==> src/rtl/nes_poll_scheduler.sv <==
// Polls two NES pads over a shared latch/clock pair and publishes per-frame button state.
module nes_poll_scheduler #(
  parameter int unsigned HALF_CYCLES  = 300,
  parameter int unsigned LATCH_CYCLES = 600,
  parameter int unsigned POLL_CYCLES  = 833333
) (
  input  logic       clk,
  input  logic       reset_n,
  input  logic       enable,
  input  logic       poll_req,
  input  logic [1:0] nes_data,
  output logic       nes_latch,
  output logic       nes_clk,
  output logic [7:0] pad0_buttons,
  output logic [7:0] pad1_buttons,
  output logic [7:0] pad0_pressed,
  output logic [7:0] pad1_pressed,
  output logic       frame_valid,
  output logic       busy
);

  localparam int unsigned PH_MAX = (LATCH_CYCLES > HALF_CYCLES) ? LATCH_CYCLES : HALF_CYCLES;
  localparam int unsigned PH_W   = $clog2(PH_MAX);
  localparam int unsigned TK_W   = $clog2(POLL_CYCLES);

  localparam logic [PH_W-1:0] LATCH_LOAD = PH_W'(LATCH_CYCLES - 1);
  localparam logic [PH_W-1:0] HALF_LOAD  = PH_W'(HALF_CYCLES - 1);
  localparam logic [TK_W-1:0] TICK_LAST  = TK_W'(POLL_CYCLES - 1);

  typedef enum logic [2:0] {
    S_IDLE  = 3'd0,
    S_LATCH = 3'd1,
    S_GAP   = 3'd2,
    S_HIGH  = 3'd3,
    S_LOW   = 3'd4,
    S_DONE  = 3'd5
  } state_t;

  state_t          state, state_nxt;
  logic [PH_W-1:0] phase, phase_nxt;
  logic [2:0]      bit_idx, bit_nxt;
  logic [TK_W-1:0] tick_cnt;
  logic            pending;
  logic [1:0]      data_meta, data_sync;
  logic [6:0]      shift0, shift1;
  logic            shift_en, done_en, tick, pend_set, pend_clr, last;

  assign tick     = (tick_cnt == TICK_LAST);
  assign pend_set = (tick & enable) | poll_req;
  assign pend_clr = (state == S_IDLE) & pending;
  assign last     = (phase == '0);

  // Two-flop synchroniser for the asynchronous pad data lines
  always_ff @(posedge clk or negedge reset_n) begin
    if (!reset_n) begin
      data_meta <= '0;
      data_sync <= '0;
    end else begin
      data_meta <= nes_data;
      data_sync <= data_meta;
    end
  end

  // Free-running poll tick counter and the single-entry pending request flag
  always_ff @(posedge clk or negedge reset_n) begin
    if (!reset_n) begin
      tick_cnt <= '0;
      pending  <= 1'b0;
    end else begin
      tick_cnt <= tick ? '0 : tick_cnt + TK_W'(1);
      pending  <= pend_set | (pending & ~pend_clr);
    end
  end

  // State, phase and bit-index registers
  always_ff @(posedge clk or negedge reset_n) begin
    if (!reset_n) begin
      state   <= S_IDLE;
      phase   <= '0;
      bit_idx <= '0;
    end else begin
      state   <= state_nxt;
      phase   <= phase_nxt;
      bit_idx <= bit_nxt;
    end
  end

  // Next-state logic; phase reloads on every state entry and counts down to zero
  always_comb begin
    state_nxt = state;
    phase_nxt = last ? '0 : phase - PH_W'(1);
    bit_nxt   = bit_idx;
    shift_en  = 1'b0;
    done_en   = 1'b0;
    case (state)
      S_IDLE: begin
        if (pending) begin
          state_nxt = S_LATCH;
          phase_nxt = LATCH_LOAD;
          bit_nxt   = 3'd0;
        end
      end
      S_LATCH: begin
        if (last) begin
          state_nxt = S_GAP;
          phase_nxt = HALF_LOAD;
        end
      end
      S_GAP: begin
        if (last) begin
          shift_en  = 1'b1;
          state_nxt = S_HIGH;
          phase_nxt = HALF_LOAD;
          bit_nxt   = 3'd1;
        end
      end
      S_HIGH: begin
        if (last) begin
          state_nxt = S_LOW;
          phase_nxt = HALF_LOAD;
        end
      end
      S_LOW: begin
        if (last) begin
          if (bit_idx == 3'd7) begin
            done_en   = 1'b1;
            state_nxt = S_DONE;
          end else begin
            shift_en  = 1'b1;
            state_nxt = S_HIGH;
            phase_nxt = HALF_LOAD;
            bit_nxt   = bit_idx + 3'd1;
          end
        end
      end
      S_DONE:  state_nxt = S_IDLE;
      default: state_nxt = S_IDLE;
    endcase
  end

  // Bits 0..6 shift in from the top so bit 0 lands in the LSB after seven samples
  always_ff @(posedge clk or negedge reset_n) begin
    if (!reset_n) begin
      shift0 <= '0;
      shift1 <= '0;
    end else if (shift_en) begin
      shift0 <= {data_sync[0], shift0[6:1]};
      shift1 <= {data_sync[1], shift1[6:1]};
    end
  end

  // Registered pad lines, status and per-frame outputs aligned with the DONE cycle
  always_ff @(posedge clk or negedge reset_n) begin
    if (!reset_n) begin
      nes_latch    <= 1'b0;
      nes_clk      <= 1'b0;
      busy         <= 1'b0;
      frame_valid  <= 1'b0;
      pad0_buttons <= '0;
      pad1_buttons <= '0;
      pad0_pressed <= '0;
      pad1_pressed <= '0;
    end else begin
      nes_latch   <= (state_nxt == S_LATCH);
      nes_clk     <= (state_nxt == S_HIGH);
      busy        <= (state_nxt != S_IDLE);
      frame_valid <= done_en;
      if (done_en) begin
        pad0_buttons <= ~{data_sync[0], shift0};
        pad1_buttons <= ~{data_sync[1], shift1};
        pad0_pressed <= ~{data_sync[0], shift0} & ~pad0_buttons;
        pad1_pressed <= ~{data_sync[1], shift1} & ~pad1_buttons;
      end else begin
        pad0_pressed <= '0;
        pad1_pressed <= '0;
      end
    end
  end

endmodule
==> config.mk <==
export PLATFORM = sky130hd
export DESIGN_NAME = nes_poll_scheduler
export DESIGN_NICKNAME = d
export VERILOG_FILES = /design/src/rtl/nes_poll_scheduler.sv
export SDC_FILE = /design/constraint.sdc
export NUM_CORES = 1
export LEC_CHECK = 0
export BUFFER_PORTS_ARGS = -buffer_cell sky130_fd_sc_hd__buf_2
export CORE_UTILIZATION = 58
export DETAILED_ROUTE_END_ITERATION = 8
export PLACE_DENSITY = 0.81
export SLEW_MARGIN = 20
export SYNTH_ARGS = -nofsm -noshare
export SYNTH_HDL_FRONTEND = slang
export SYNTH_SLANG_ARGS = --single-unit
==> constraint.sdc <==
create_clock -name clk -period 2.7 [get_ports clk]
set_input_delay 0.135 -clock clk [delete_from_list [all_inputs] [get_ports clk]]
set_output_delay 0.135 -clock clk [all_outputs]
set_load 0.02 [all_outputs]
# After elaboration in Yosys (flattened, before gate mapping)
# Index checks and enable logic that the tools add are counted.
# totals
out_inout_bits,36
elab_cells,78
in_bits,6
ff_bits,91
# op_classes
n_eq_ne,12
n_reduce_logical,6
n_mux,28
bitwise_logic,12
add_sub_neg,3
# ops
op,count
$mux W10,5
$not A8 Y8,4
$mux W3,10
$pmux W10 S3,1
$add A20 B1 Y20 const B,1
$eq A20 B20 Y1 const B,1
$mux W20,1
$and A8 B8 Y8,2
$mux W8,2
$pmux W3 S5,1
$logic_not A10 Y1,1
$sub A10 B1 Y10 const B,1
$eq A3 B2 Y1 const B,3
$pmux W3 S3,1
$ne A2 B2 Y1 const B,4
$eq A3 B1 Y1 const B,2
$eq A3 B3 Y1 const B,2
$mux W1,6
$reduce_bool A3 Y1,2
$reduce_and A5 Y1,1
$add A3 B1 Y3 const B,1
$and A1 B1 Y1,3
$logic_not A3 Y1,1
$reduce_or A3 Y1,1
other kinds (3),4

# Logic depth before layout (Yosys ltp)
# depth
depth_word,5
mapped_depth,7
depth_no_buf,6

# Worst setup path after synthesis
# OpenSTA, ideal clock, no wires.
# synth_timing
path_kind,register -> register
startpoint,register bit_idx[0]
endpoint,register shift0[0]
path_buffers,1
period_less_slack_ns,2.072
stages_incl_launch_ff,8
slack_ns,0.628
arrival_time_ns,1.945
setup_time_ns,0.127
required_time_ns,2.573
cell_sequence,dfrtp_1 ha_1 ha_1 or3b_2 a21oi_1 nand2_2 buf_6 mux2_1
# synth_via
elab_chain_len,4
# synth_rtl
item,line,source
from (decl),41,"logic [2:0] bit_idx, bit_nxt;"
from (signal assigned),84,bit_idx <= bit_nxt;
$eq A3 B3 Y1,125,if (bit_idx == 3'd7) begin
$mux W1,125,
$mux W1,124,if (last) begin
$pmux W1 S2,95,case (state)
to (signal assigned),147,"shift0 <= {data_sync[0], shift0[6:1]};"
to (decl),45,"logic [6:0] shift0, shift1;"
# No other way between the ends.
# A chain may end at the register's enable or synchronous reset.

# Final worst setup path
# layout_timing
startpoint,register bit_idx[0]
endpoint,register shift1[4]
# layout_via
elab_chain_len,4
# layout_rtl
item,line,source
$eq A3 B3 Y1,125,
$mux W1,125,
$mux W1,124,
$pmux W1 S2,95,
to (signal assigned),148,"shift1 <= {data_sync[1], shift1[6:1]};"
to (decl),45,
# No other way between the ends.

==> out/results.ini <==
[synth]
syn-cell-area_mm2=0.003795
syn_nets=334
yosysWarnings=0
synth_cells=323
yosysSeqAreaShare=0.6001
yosysUniqueCellTypes=52
synth_ff_type=dfrtp_1
async_flop_share=1.000
syn_avg_cell_area_um2=11.75
synth_edf_count=0
ys_ff_latch=91

[power_and_ir_drop]
p_leak_nw=2.158
finalPower_mw=2.974
peakVddDrop_v=0.0004871
powerDensity_mw_per_mm2=679.6

[clocking]
insertion_delay_ns=0.35
tritoncts=done
cts.sinks=91
htree_levels=3
clk_pin_slew_ns=0.09
clock_path_buffers=2
cts_root_buf=clkbuf_8
cts_buffers=9
cts_setup_buffers=0

[worst_hold_path]
hold_start=enable
hold_path_depth=2
min_to=pending
hold_class=in -> reg

[sta]
fin_crit_ns=2.216
maxSlewViolCount=0
rsz0062_at_grt=no
setup_slack_ns=0.4840
fin_skew_ns=0.004174
setup_viol=0
timing.fmax_mhz=451.3
tightest_slew_ns=0.6004
finalSetupTns_ns=0
min_period_over_period=0.8207
hold_slack_ns=0.01136
maxSlewHeadroom=0.5997
finalHoldViolCount=0

[placed_design]
port_buffers=41
dp_hpwl_um=4518
globalplace.congestion=0.8113
dp_slack_ns=0.4836

[routing]
ant_nets=0
drt_iter0_markers=109
finalWirelength_um=6620
vias_per_cell=5.670
via_count=2580
detail_route.first_pass.iterations=4
remaining_drc_errors=0
post_drt_wl_per_cell_um=14.55

[global_route]
grt_usage=0.2092
grt.busiest_layer=met2
grt_overflow=0
grt_util_met3=0.05368
grt_pass1_wl_um=11550
antenna_found_initial=0
grt_use_met1=0.2690
grt_pass1_vias=2553
met2_usage=0.3562
grt_max_degree=50

[floorplan]
rows=29
initial_core_util=0.5976
die_y_um=82.89
die_x_um=82.89
coreArea_mm2=0.006350
fp.dieArea_mm2=0.006871
boundaryPins=42

[worst_setup_path]
path_class=reg -> reg
ff2ff_path_depth=6
r2r_end=shift1[4]
slowest_stage=or3b_2
reg2reg_slack_ns=0.48
worst_path_largest_cell_delay_ns=0.46
path_max_fanout=14
crit_required_ns=2.94
cp-start-kind=flip-flop
end_kind=flip-flop
crit_chain=ha_1 -> ha_1 -> or3b_2 -> a21oi_1 -> nand2_2 -> mux2_1
crit_top_cell=ha_1
arrival_ns=2.46
r2r_start=bit_idx[0]

[cells_and_area]
post-route-util=0.6891
antennaDiodeCount=0
final_cell_mix=dfrtp_1 (91), buf_2 (40), nand2_1 (25)
areaGrowthSynthToFinish_pct=15.30
nets=384
drive_gt1_frac=0.2407
mostFrequentLayoutCell=dfrtp_1

[status]
status=finished clean

[flow_run]
max_cap_violations=0

[report_power, final]
part	internal [mW]	total (mW)	switching (mW)	leakage [nW]
Combinational	0.156	0.310	0.154	0.828
Clock	0.621	1.10	0.476	0.124
Sequential	1.45	1.57	0.119	1.21
Total	2.22	2.97	0.750	2.16
[cell usage after synthesis, types with 2 or more instances]
cell type  number  area, um2
o31ai_1         2      15.01
a21oi_1         6      30.03
xor2_1          8      70.07
o21ai_0        23      115.1
mux2_2         17      191.4
nor3_1         20      100.1
nor4_1          2      12.51
nand3b_1        2      15.01
and3_1          5      31.28
buf_1           2      7.510
nor4b_1         2      17.52
nand2b_1        2      12.51
dfrtp_1        91       2277
or3b_2          2      17.52
nor2b_1         2      12.51
nor3b_1         2      15.01
xnor2_1        15      131.4
nand3_1        12      60.06
ha_1            5      62.56
nand4_1         6      37.54
or4_1           4      30.03
nor2_1         18      67.56
and4_1          4      35.03
mux2i_1         3      30.03
or3_1           4      25.02
clkbuf_1        8      30.03
mux2_1          2      22.52
inv_1           6      22.52
nand2_1        25      93.84
[flip-flops by register name (all words and copies together) (netlist names)]
signal        cells
nes_latch         1
nes_clk           1
phase            10
tick_cnt         20
pending           1
shift1            7
pad0_buttons      8
data_meta         2
frame_valid       1
busy              1
state             3
pad1_buttons      8
shift0            7
bit_idx           3
pad1_pressed      8
pad0_pressed      8
data_sync         2
[routing by layer]
layer / vias to the layer above / share of wire
li1: 1251 / -
met1: 1275 / 0.45
met2: 47 / 0.51
met3: 7 / 0.030
met4: 0 / 0.010
met5: - / 0
[logic make-up after synthesis]
group | after synthesis | synth area share
AOI/OAI and AO/OA | 42 | 0.06693
xor gates and xnor gates | 23 | 0.05308
adders and majority gates | 5 | 0.01649
buffers and inverters | 19 | 0.02209
DFF | 91 | 0.6001
muxes | 22 | 0.06429
and+or+nand+nor | 121 | 0.1771
[worst max-delay path by stage]
stage	startpoint	end	slack, ns	depth (start not counted)
2_1_floorplan	bit_idx[0]	shift0[0]	0.63	7
3_3_place_gp	bit_idx[0]	shift1[4]	0.56	6
3_5_place_dp	bit_idx[0]	shift1[4]	0.48	6
4_1_cts	bit_idx[0]	shift1[4]	0.48	6
5_1_grt	phase[0]	nes_clk	0.36	6
6_report	bit_idx[0]	shift1[4]	0.48	6
[repair_timing]
item                                   4_1_cts  5_1_grt
hold buffers                                 4        0
endpoints found under the hold margin       49        0
resized for setup                            0        0
[metrics by stage]
step | cell area, um2 | instances
finish | 4375 | 455
global route | 4375 | 455
CTS | 4375 | 455
detailed placement | 4090 | 435
global placement | 4090 | 435
floorplan | 3795 | 323
[worst max-delay path, delay by kind of cell (launching register included)]
kind | cells | cell delay [ns]
AND/OR/NAND/NOR | 2 | 0.70
AO/OA/AOI/OAI | 1 | 0.19
flip-flops | 1 | 0.41
multiplexers | 1 | 0.38
adder cells (fa/ha/maj) | 2 | 0.43
[final cells by class]
class / count / area (um2)
clock buffers: 9 / 123.9
clock inverters: 7 / 121.4
fillers: 453 / 1974
inverters: 6 / 22.52
multi-input cells: 213 / 1434
flip-flops and latches: 91 / 2277
well taps: 77 / 96.34
repair buffers: 52 / 300.3
(Power assumes the default switching activity.)
